**config.mk**
```make
export PLATFORM = sky130hd
export DESIGN_NAME = hazard_ctrl
export DESIGN_NICKNAME = d
export VERILOG_FILES = /design/src/rtl/hazard_ctrl_pkg.sv /design/src/rtl/hazard_ctrl_md_busy_cnt.sv /design/src/rtl/hazard_ctrl.sv
export SDC_FILE = /design/constraint.sdc
export NUM_CORES = 1
export LEC_CHECK = 0
export ABC_AREA = 1
export BUFFER_PORTS_ARGS = -buffer_cell sky130_fd_sc_hd__clkbuf_2
export CAP_MARGIN = 10
export CORE_MARGIN = 4
export CORE_UTILIZATION = 25
export DETAILED_ROUTE_END_ITERATION = 8
export PLACE_DENSITY = 0.4
export SLEW_MARGIN = 20
export SYNTH_ARGS = -nofsm -noshare
export SYNTH_HDL_FRONTEND = slang
export SYNTH_SLANG_ARGS = --single-unit
```
**constraint.sdc**
```tcl
create_clock -name clk -period 1.6 [get_ports clk]
set_clock_uncertainty 0.05 [all_clocks]
set_input_delay 0 -clock clk [delete_from_list [all_inputs] [get_ports clk]]
set_output_delay 0 -clock clk [all_outputs]
set_load 0.03 [all_outputs]
```
**src/rtl/hazard_ctrl_pkg.sv**
```systemverilog
`default_nettype none
// ============================================================================
// Module   : hazard_ctrl_pkg
// Brief    : Shared encodings, shadow-stage types and compare helpers.
// Revision : 1.0
// ============================================================================
package hazard_ctrl_pkg;

    localparam int CNT_W           = 4;
    localparam int MD_MULT_CYC_DEF = 5;
    localparam int MD_DIV_CYC_DEF  = 10;

    localparam logic [1:0] TUSE_NONE  = 2'd3;

    localparam logic [1:0] D_FWD_GRF  = 2'd0;
    localparam logic [1:0] D_FWD_E    = 2'd1;
    localparam logic [1:0] D_FWD_M    = 2'd2;

    localparam logic [1:0] E_FWD_PIPE = 2'd0;
    localparam logic [1:0] E_FWD_M    = 2'd1;
    localparam logic [1:0] E_FWD_W    = 2'd2;

    typedef struct packed {
        logic [4:0] rs;
        logic [4:0] rt;
        logic [4:0] wa;
        logic [1:0] tnew;
    } e_shadow_t;

    typedef struct packed {
        logic [4:0] rt;
        logic [4:0] wa;
        logic [1:0] tnew;
    } m_shadow_t;

    function automatic logic reg_match(input logic [4:0] r, input logic [4:0] wa);
        return (r != 5'd0) && (r == wa);
    endfunction

    function automatic logic [1:0] tnew_step(input logic [1:0] t);
        return (t == 2'd0) ? 2'd0 : t - 2'd1;
    endfunction

    function automatic logic tuse_conflict(input logic [1:0] tuse,
                                           input logic       hit_e,
                                           input logic [1:0] tnew_e,
                                           input logic       hit_m,
                                           input logic [1:0] tnew_m);
        return (tuse != TUSE_NONE) &&
               ((hit_e && (tnew_e > tuse)) || (hit_m && (tnew_m > tuse)));
    endfunction

    function automatic logic [1:0] fwd_d_sel(input logic       hit_e,
                                             input logic [1:0] tnew_e,
                                             input logic       hit_m,
                                             input logic [1:0] tnew_m);
        if (hit_e && (tnew_e == 2'd0)) begin
            return D_FWD_E;
        end
        if (hit_m && (tnew_m == 2'd0)) begin
            return D_FWD_M;
        end
        return D_FWD_GRF;
    endfunction

    function automatic logic [1:0] fwd_e_sel(input logic       hit_m,
                                             input logic [1:0] tnew_m,
                                             input logic       hit_w);
        if (hit_m && (tnew_m == 2'd0)) begin
            return E_FWD_M;
        end
        if (hit_w) begin
            return E_FWD_W;
        end
        return E_FWD_PIPE;
    endfunction

endpackage
`default_nettype wire

```
**src/rtl/hazard_ctrl_md_busy_cnt.sv**
```systemverilog
`default_nettype none
// ============================================================================
// Module   : md_busy_cnt
// Brief    : Multiply/divide busy counter; busy while the count is nonzero.
// Revision : 1.0
// ============================================================================
module md_busy_cnt
    import hazard_ctrl_pkg::*;
#(
    parameter int MULT_CYC = MD_MULT_CYC_DEF,
    parameter int DIV_CYC  = MD_DIV_CYC_DEF
) (
    input  logic clk,
    input  logic reset,
    input  logic start_i,
    input  logic div_i,
    output logic busy_o
);

    localparam logic [CNT_W-1:0] MULT_LD = CNT_W'(MULT_CYC);
    localparam logic [CNT_W-1:0] DIV_LD  = CNT_W'(DIV_CYC);

    logic [CNT_W-1:0] cnt_q;
    logic [CNT_W-1:0] cnt_d;

    // A start always reloads, even one arriving while still busy.
    always_comb begin
        cnt_d = cnt_q;
        if (start_i) begin
            cnt_d = div_i ? DIV_LD : MULT_LD;
        end else if (cnt_q != '0) begin
            cnt_d = cnt_q - 1'b1;
        end
    end

    always_ff @(posedge clk) begin
        if (!reset) begin
            cnt_q <= '0;
        end else begin
            cnt_q <= cnt_d;
        end
    end

    assign busy_o = (cnt_q != '0);

endmodule
`default_nettype wire

```
**src/rtl/hazard_ctrl.sv**
```systemverilog
`default_nettype none
// ============================================================================
// Module   : hazard_ctrl
// Brief    : E/M/W shadow pipeline driving forwarding selects and the stall.
// Revision : 1.0
// ============================================================================
module hazard_ctrl
    import hazard_ctrl_pkg::*;
#(
    parameter int MULT_CYC = MD_MULT_CYC_DEF,
    parameter int DIV_CYC  = MD_DIV_CYC_DEF
) (
    input  logic       clk,
    input  logic       reset,
    input  logic [4:0] rs_D,
    input  logic [4:0] rt_D,
    input  logic [1:0] tuse_rs_D,
    input  logic [1:0] tuse_rt_D,
    input  logic [4:0] wa_D,
    input  logic [1:0] tnew_D,
    input  logic       md_use_D,
    input  logic       md_start_E,
    input  logic       md_div_E,
    output logic       stall,
    output logic [1:0] fwd_rs_D,
    output logic [1:0] fwd_rt_D,
    output logic [1:0] fwd_rs_E,
    output logic [1:0] fwd_rt_E,
    output logic       mfrtm_c,
    output logic       md_busy
);

    e_shadow_t  e_q, e_d;
    m_shadow_t  m_q, m_d;
    logic [4:0] w_wa_q, w_wa_d;

    logic rs_hit_e, rs_hit_m, rt_hit_e, rt_hit_m;
    logic rse_hit_m, rse_hit_w, rte_hit_m, rte_hit_w;
    logic stall_rs, stall_rt, stall_md;

    md_busy_cnt #(
        .MULT_CYC (MULT_CYC),
        .DIV_CYC  (DIV_CYC)
    ) u_md_busy_cnt (
        .clk     (clk),
        .reset   (reset),
        .start_i (md_start_E),
        .div_i   (md_div_E),
        .busy_o  (md_busy)
    );

    always_comb begin
        rs_hit_e  = reg_match(rs_D, e_q.wa);
        rs_hit_m  = reg_match(rs_D, m_q.wa);
        rt_hit_e  = reg_match(rt_D, e_q.wa);
        rt_hit_m  = reg_match(rt_D, m_q.wa);
        rse_hit_m = reg_match(e_q.rs, m_q.wa);
        rse_hit_w = reg_match(e_q.rs, w_wa_q);
        rte_hit_m = reg_match(e_q.rt, m_q.wa);
        rte_hit_w = reg_match(e_q.rt, w_wa_q);

        stall_rs  = tuse_conflict(tuse_rs_D, rs_hit_e, e_q.tnew, rs_hit_m, m_q.tnew);
        stall_rt  = tuse_conflict(tuse_rt_D, rt_hit_e, e_q.tnew, rt_hit_m, m_q.tnew);
        // The E-stage start is counted too: md_busy only rises a cycle later.
        stall_md  = md_use_D && (md_busy || md_start_E);
        stall     = stall_rs || stall_rt || stall_md;

        fwd_rs_D  = fwd_d_sel(rs_hit_e, e_q.tnew, rs_hit_m, m_q.tnew);
        fwd_rt_D  = fwd_d_sel(rt_hit_e, e_q.tnew, rt_hit_m, m_q.tnew);
        fwd_rs_E  = fwd_e_sel(rse_hit_m, m_q.tnew, rse_hit_w);
        fwd_rt_E  = fwd_e_sel(rte_hit_m, m_q.tnew, rte_hit_w);
        mfrtm_c   = reg_match(m_q.rt, w_wa_q);
    end

    always_comb begin
        e_d      = stall ? '0 : '{rs: rs_D, rt: rt_D, wa: wa_D, tnew: tnew_D};
        m_d.rt   = e_q.rt;
        m_d.wa   = e_q.wa;
        m_d.tnew = tnew_step(e_q.tnew);
        w_wa_d   = m_q.wa;
    end

    always_ff @(posedge clk) begin
        if (!reset) begin
            e_q    <= '0;
            m_q    <= '0;
            w_wa_q <= '0;
        end else begin
            e_q    <= e_d;
            m_q    <= m_d;
            w_wa_q <= w_wa_d;
        end
    end

endmodule
`default_nettype wire
```
==> results of run 1 <==
## synth_stat cells, drive strengths merged
master and count:
clkbuf 2, nand3 11, dfxtp 38, o211ai 1, o41ai 1, ha 11, nor3 8, nand2 66
a21oi 11, o2111ai 1, or2 2, buf 5, nor3b 1, inv 65, a211oi 2, xnor2 24
o22ai 1, nor4 2, nand4 6, o21ai 3, xor2 8, nor2 38
## metal layers
| metal | up-vias | part of all wire | global-route usage |
|---|---|---|---|
| met3 | 8 | 0.023 | 0.02235 |
| met2 | 20 | 0.50 | 0.1987 |
| met5 | - | 0 | 0 |
| met4 | 0 | 0.016 | 0.03989 |
| li1 | 1080 | - | - |
| met1 | 906 | 0.46 | 0.1303 |
## final timing paths
check          from     endpoint  slack (ns)  cells after the start
max          m_q[1]  fwd_rt_E[1]       -0.15                      8
min           reset    w_wa_d[3]        0.17                      3
max reg2reg  m_q[0]       e_q[3]       -0.05                     10
min reg2reg  e_q[5]    w_wa_d[3]        0.41                      2
## through the flow
stage | area (um^2) | setup WS [ns]
after floorplan | 2326 | -0.2347
after global placement | 2689 | -0.07797
after detailed placement | 2689 | -0.06607
after CTS | 3236 | -0.1725
after global routing | 3356 | -0.2542
final | 3356 | -0.1507
## layout make-up
cell class | instances | share of cell area
clock buffer | 8 | 0.03281
inverter | 65 | 0.07345
tap | 108 | 0.04027
multi-input combinational | 197 | 0.4370
sequential | 38 | 0.2342
timing repair buffer | 75 | 0.1823
## state kept, by name, summed over array words and instances, names as in the netlist
signal               count
e_q                     17
m_q                      7
u_md_busy_cnt.cnt_q      4
w_wa_d                   5
w_wa_q                   5
## timing repair
item                       in CTS  in global routing
pin swaps                      19                 14
resized for setup              51                 35
hold buffers                   19                  0
hold endpoints to repair       19                  0
setup endpoints to repair      26                 26
buffers inserted                4                  2
## report_power, final
group / leakage [nW] / switching, W / internal [W]
sequential: 0.317 / 0.0000613 / 0.00100
combinational: 1.22 / 0.000428 / 0.000382
clock: 0.0575 / 0.000349 / 0.000436
## worst max-delay path, cell delays in order (launching register included)
cell and delay [ns]:
dfxtp_4 0.37, or2_4 0.24, buf_4 0.13, buf_6 0.11
a21oi_2 0.09, nand3_1 0.09, nor2_2 0.16, nor4_2 0.05
buf_4 0.17
## cells by family (layout without fill, tap and decap cells)
group | count (synthesis) | after routing | synth area share
DFF | 38 | 38 | 0.3310
xor gates and xnor gates | 32 | 32 | 0.1219
adders and majority gates | 11 | 11 | 0.05988
and+or+nand+nor | 134 | 134 | 0.2983
AOI/OAI and AO/OA | 20 | 20 | 0.05226
buffers and inverters | 72 | 148 | 0.1366
==> flow_summary.ini, run 1 <==
[timing]
min_period_ns = 1.751
maxSlewViolCount = 0
period_share = 1.094
tightest_slew_ns = 0.4662
final.setup.tns_ns = -1.119
max_slew_margin = 0.6892
hold_viol_final = 0
hold_ws_ns = 0.1677
setup_viol = 22
timing.final.ws_setup_ns = -0.1507
rsz0062_at_grt = true
timing.fmax_mhz = 571.2

[grt]
overflow = 0
grt_pass1_wl_mm = 9.570
gr-usage-all-layers = 0.1108
grt_pass1_vias = 2095
grt_max_degree = 20
antenna_found_initial = 0

[run]
max-cap-violations = 0

[layout]
syn2layout_area_growth_pct = 46.00
regArea_um2 = 785.8
final_cell_mix = inv_1, nand2_1, dfxtp_1, clkbuf_2, xnor2_1
nFillCells = 921
final_nets = 419
multi_input_area_um2 = 1466
final_util = 0.3792
instances_no_fill = 491
final_common_cell = inv_1
insertedDiodeCount = 0
drive_gt1_frac = 0.3864

[critical_path]
critPathCaptureType = output pin
crit_fanout = 3
crit_arrival_ns = 1.70
cp-start-kind = flop
path_class = flop to output pin
critical_path_required_ns = 1.55

[pwr]
ir_worst_vdd_mv = 0.3697
power_w = 0.002658
powerDensity_nw_per_um2 = 792.0
leakage_nw = 1.593

[detailed_routing]
antenna_left = 0
wirelength_mm = 5.718
num_vias = 2014
wl_per_cell_um = 11.65
routed_via_density = 4.102
drc = 0
drtPass1Iterations = 4
drt_iter0_drc = 46

[cts]
cts.sinks = 38
insertion_delay_ns = 0.29
cts_buffers = 5
htreeDepth = 2
cts_buffer_depth = 2
cts_tree = yes
cts.clk_slew.worst_paths_ns = 0.08
root_buffer = clkbuf_8

[die]
placementRows = 34
dieArea_um2 = 10790
die_y_um = 103.9
core_um2 = 8848
start_util = 0.2598
io-pin-count = 37
die_w_um = 103.9

[logic_synthesis]
synth-warning-count = 0
avgSynthCellArea_um2 = 7.487
synth_cell_types = 34
yosysSeqAreaShare = 0.3310
syn_inst = 307
ys_top_cells_by_area = dfxtp_1, nand2_1, inv_1
synth_top_cell_by_area = dfxtp_1
synth_top_area_frac = 0.3310
synth_area_um2 = 2298
synth.net_count = 344
synth.ff_latch_count = 38

[placement]
io_buffers = 36
placedCellCount = 458
gp_congestion = 0.7428
post-dp-hpwl_mm = 4.532

[outcome]
violations = setup timing
status = finished with violations

[worst_hold_path]
hold_path.class = input port to flop
No activity file was read; power rests on OpenSTA's default activity.
==> inputs of run 2 (changes only) <==
==> constraint.sdc (replaced) <==
create_clock -name clk -period 1.5 [get_ports clk]
set_clock_uncertainty 0.05 [all_clocks]
set_input_delay 0 -clock clk [delete_from_list [all_inputs] [get_ports clk]]
set_output_delay 0 -clock clk [all_outputs]
set_load 0.03 [all_outputs]
==> flow_summary.ini, run 2 (synthesized netlist as in run 1, its figures left out) <==
[worst_hold_path]
hp-start = rs_D[3]
min_to = e_q[15]
hold_path.class = input port to flop
holdPathStages = 3

[detailed_routing]
routed_via_density = 4.053
route.met3.wl_um = 151
wl_met2_mm = 2.777
wl_met1_mm = 2.671
drc = 0
num_vias = 1990
wirelength_mm = 5.657
antenna_left = 0
wl_per_cell_um = 11.52
top_layer = met4
drtPass1Iterations = 4
drt_iter0_drc = 60

[cts]
root_buffer = clkbuf_8
cts_buffer_depth = 2
cts.sinks = 38
insertion_delay_ns = 0.28
cts.clk_slew.worst_paths_ns = 0.08
cts_tree = yes
htreeDepth = 2
cts_buffers = 5

[timing]
rsz0062_at_grt = true
setup_viol = 25
hold_ws_ns = 0.03282
hold_viol_final = 0
maxSlewViolCount = 0
timing.fmax_mhz = 570.9
period_share = 1.168
max_slew_margin = 0.7982
timing.final.ws_setup_ns = -0.2517
min_period_ns = 1.752
tightest_slew_ns = 0.2988

[critical_path]
path_class = flop to output pin
crit_fanout = 3
crit_arrival_ns = 1.70
critical_path_required_ns = 1.45
cp-start-kind = flop
critPathCaptureType = output pin
rr_worst_depth = 10
rr_endpoint = e_q[3]
regToRegSetupSlack_ns = -0.15
rr_startpoint = e_q[1]

[placement]
post-dp-hpwl_mm = 4.555
gp_congestion = 0.7456
placedCellCount = 464
io_buffers = 36

[die]
io-pin-count = 37
dieArea_um2 = 10790
core_um2 = 8848
placementRows = 34
start_util = 0.2598
die_w_um = 103.9
die_y_um = 103.9

[pwr]
power_w = 0.002708
powerDensity_nw_per_um2 = 799.4
leakage_nw = 1.604
swShare = 0.3340
p_int_w = 0.001803
power_frac_clock = 0.252
p_seq_frac = 0.417
ir_worst_vdd_mv = 0.3218
p_switching_w = 0.0009045
combPwrFrac = 0.331

[grt]
grt_pass1_wl_mm = 9.563
antenna_found_initial = 0
overflow = 0
grt_pass1_vias = 1978
grt_max_degree = 16
gr-usage-all-layers = 0.1086

[run]
max-cap-violations = 0

[layout]
final_common_cell = nand2_1
largest_reg_flops = 17
insertedDiodeCount = 0
top_register = e_q
instances_no_fill = 491
final_cell_mix = nand2_1, inv_1, clkbuf_2, dfxtp_1, xnor2_1
drive_gt1_frac = 0.4125
final_nets = 420
syn2layout_area_growth_pct = 47.36
top_regs = e_q x17, m_q x7

[outcome]
status = finished with violations
violations = setup timing
## run 2: per-layer routing
metal / track usage / vias to the layer above
met4: 0.02849 / 0
met1: 0.1442 / 874
met5: 0 / -
met2: 0.1820 / 30
met3: 0.01862 / 4
li1: - / 1082
## run 2: power groups by stage
stage | sequential, W | combinational (W) | clock (W)
after detailed placement | 0.00115 | 0.000752 | 0
after global routing | 0.00114 | 0.000992 | 0.000749
after CTS | 0.00113 | 0.000854 | 0.000707
after global placement | 0.00115 | 0.000749 | 0
final | 0.00113 | 0.000897 | 0.000681
after floorplan | 0.00114 | 0.000533 | 0
## run 2: metrics by stage
| stage | setup slack, ns | utilization | setup TNS [ns] | cell area, um^2 |
|---|---|---|---|---|
| final | -0.2517 | 0.3828 | -3.317 | 3387 |
| after detailed placement | -0.1178 | 0.3177 | -1.902 | 2811 |
| after global placement | -0.1202 | 0.3177 | -1.985 | 2811 |
| after global routing | -0.3257 | 0.3828 | -5.550 | 3387 |
| after CTS | -0.3221 | 0.3638 | -2.861 | 3219 |
| after floorplan | -0.06467 | - | -0.06467 | 2391 |
## run 2: final cells by class
cell class / count / area (um^2)
fill: 918 / 5461
multi-input combinational: 197 / 1498
inverter: 65 / 246.5
clock inverter: 2 / 10.01
tap: 108 / 135.1
timing repair buffer: 76 / 638.1
clock buffer: 5 / 68.82
sequential: 38 / 790.8
## run 2: repair_timing
item | CTS | global route
pin swaps | 17 | 15
hold endpoints to repair | 18 | 0
buffers inserted | 1 | 1
setup endpoints to repair | 26 | 27
hold buffers | 18 | 0
resized for setup | 42 | 47
## run 2: worst max-delay path, stage by stage, from the launching register on
cell and delay, ns:
dfxtp_4 0.37, or2_4 0.24, nor3_2 0.10, nand4_1 0.15
nor4_4 0.33, clkbuf_8 0.23
## run 2: worst max path at each step
stage	start	endpoint	slack [ns]	depth (start not counted)
floorplan	m_q[1]	fwd_rs_E[1]	-0.06	5
global placement	w_wa_d[4]	e_q[16]	-0.12	9
detailed placement	w_wa_d[4]	e_q[16]	-0.12	9
CTS	w_wa_d[4]	fwd_rs_E[0]	-0.32	5
global route	m_q[0]	stall	-0.33	9
finish	m_q[1]	fwd_rs_E[0]	-0.25	5
==> inputs of run 3 (changes only) <==
--- a/config.mk
+++ b/config.mk
@@ -6,7 +6,7 @@
 export NUM_CORES = 1
 export LEC_CHECK = 0
 export ABC_AREA = 1
-export BUFFER_PORTS_ARGS = -buffer_cell sky130_fd_sc_hd__clkbuf_2
+export BUFFER_PORTS_ARGS = -buffer_cell sky130_fd_sc_hd__buf_2
 export CAP_MARGIN = 10
 export CORE_MARGIN = 4
 export CORE_UTILIZATION = 25
==> flow_summary.ini, run 3 (synthesized netlist as in run 1, its figures left out) <==
[layout]
insertedDiodeCount = 0
final_util = 0.3921
regArea_um2 = 793.3
instances_no_fill = 497
nFillCells = 916
drive_gt1_frac = 0.4165
multi_input_area_um2 = 1505
largest_reg_flops = 17
final_nets = 425
final_common_cell = nand2_1
top_register = e_q
top_regs = e_q x17, m_q x7
final_cell_mix = nand2_1, inv_1, buf_2, buf_4, dfxtp_1
syn2layout_area_growth_pct = 50.95

[detailed_routing]
routed_via_density = 4.085
drc = 0
wirelength_mm = 5.752
drt_iter0_drc = 29
num_vias = 2030
wl_per_cell_um = 11.57
antenna_left = 0
drtPass1Iterations = 4

[die]
placementRows = 34
start_util = 0.2598
io-pin-count = 37
die_y_um = 103.9
core_um2 = 8848
die_w_um = 103.9
dieArea_um2 = 10790

[timing]
period_share = 1.177
final.setup.tns_ns = -2.789
min_period_ns = 1.765
timing.final.ws_setup_ns = -0.2649
rsz0062_at_grt = true
max_slew_margin = 0.8095
timing.fmax_mhz = 566.6
setup_viol = 24
maxSlewViolCount = 0
hold_ws_ns = 0.1601
tightest_slew_ns = 0.2837
hold_viol_final = 0

[worst_hold_path]
hold_path.class = input port to flop
hp-start = md_use_D

[pwr]
power_frac_clock = 0.346
swShare = 0.3026
ir_worst_vdd_mv = 0.3289
leakage_nw = 1.636
power_w = 0.003095
p_seq_frac = 0.366
p_int_w = 0.002159
powerDensity_nw_per_um2 = 892.1
p_switching_w = 0.0009366
combPwrFrac = 0.288

[placement]
post-dp-hpwl_mm = 4.592
io_buffers = 36
placedCellCount = 465
gp_congestion = 0.7479

[grt]
gr-usage-all-layers = 0.1100
grt_pass1_wl_mm = 9.742
overflow = 0
grt_max_degree = 16
grt_pass1_vias = 2042
antenna_found_initial = 0

[run]
max-cap-violations = 0

[cts]
cts_buffers = 5
cts_tree = yes
cts_buffer_depth = 2
htreeDepth = 2
insertion_delay_ns = 0.30
cts.clk_slew.worst_paths_ns = 0.09
cts.sinks = 38
root_buffer = clkbuf_8

[critical_path]
cp-start-kind = flop
critPathCaptureType = output pin
cp_slowest_cell = dfxtp_2
rr_startpoint = e_q[1]
crit_fanout = 3
path_class = flop to output pin
crit_chain = ha_1, a21oi_1, a21oi_1, nand3_2, nand2_2, nand2_4, buf_4, nand3_2, buf_6
critical_path_required_ns = 1.45
startpoint = m_q[1]
crit_arrival_ns = 1.71
slowest_delay_ns = 0.35

[outcome]
status = finished with violations
violations = setup timing
==> run 3: changes by cell type in the layout (fill, tap and decap cells not counted), moves of 3 or more <==
cell / previous run / this run
buf_2: 1 / 26
buf_4: 18 / 23
buf_6: 3 / 9
buf_8: 3 / 0
clkbuf_2: 26 / 0
clkbuf_8: 10 / 5
dlygate4sd3_1: 18 / 21
nand2_1: 55 / 59
nand2_2: 8 / 5
==> run 3: area by class of cell <==
cell class | count | share of cell area
sequential | 38 | 0.2286
timing repair buffer | 81 | 0.1886
tap | 108 | 0.03895
clock buffer | 5 | 0.01983
multi-input combinational | 197 | 0.4338
inverter | 65 | 0.07032
clock inverter | 3 | 0.01983
==> run 3: power by group through the flow <==
stage | sequential [W] | clock [W] | combinational [W]
floorplan | 0.00114 | 0 | 0.000533
global placement | 0.00115 | 0 | 0.000750
detailed placement | 0.00115 | 0 | 0.000748
CTS | 0.00113 | 0.00112 | 0.000860
global route | 0.00114 | 0.00115 | 0.000989
finish | 0.00113 | 0.00107 | 0.000893
==> run 3: final timing paths <==
check | endpoint | slack (ns) | cells past startpoint
worst max-delay path | stall | -0.26 | 9
worst min-delay path | e_q[11] | 0.16 | 5
worst max register to register | e_q[6] | -0.13 | 10
worst min register to register | m_q[0] | 0.40 | 1
==> run 3: repair_timing <==
action / 4_1_cts / 5_1_grt
endpoints found under the hold margin: 21 / 0
resized for setup: 46 / 36
setup endpoints to repair: 26 / 27
hold buffers: 21 / 0
pin swaps: 11 / 21
buffers inserted: 1 / 2
==> run 3: per-stage QoR <==
stage / instance area, um^2 / setup slack (ns)
final: 3470 / -0.2649
after global routing: 3470 / -0.3881
after CTS: 3311 / -0.3282
after detailed placement: 2819 / -0.1217
after global placement: 2819 / -0.1152
after floorplan: 2391 / -0.06467
==> run 3: worst max-delay path, delay by kind of cell (launching register included) <==
| family | cells | cell delay (ns) |
|---|---|---|
| AOI/OAI and AO/OA | 2 | 0.20 |
| adders and majority gates | 1 | 0.29 |
| buffers and inverters | 2 | 0.26 |
| DFF | 1 | 0.35 |
| and+or+nand+nor | 4 | 0.31 |
==> run 3: per-layer routing <==
metal / wire length [um] / vias up / share of wire / GRT usage
li1: - / 1092 / - / -
met1: 2667 / 900 / 0.46 / 0.1372
met2: 2819 / 32 / 0.49 / 0.1894
met3: 184 / 6 / 0.032 / 0.02297
met4: 80 / 0 / 0.014 / 0.03419
met5: 0 / - / 0 / 0
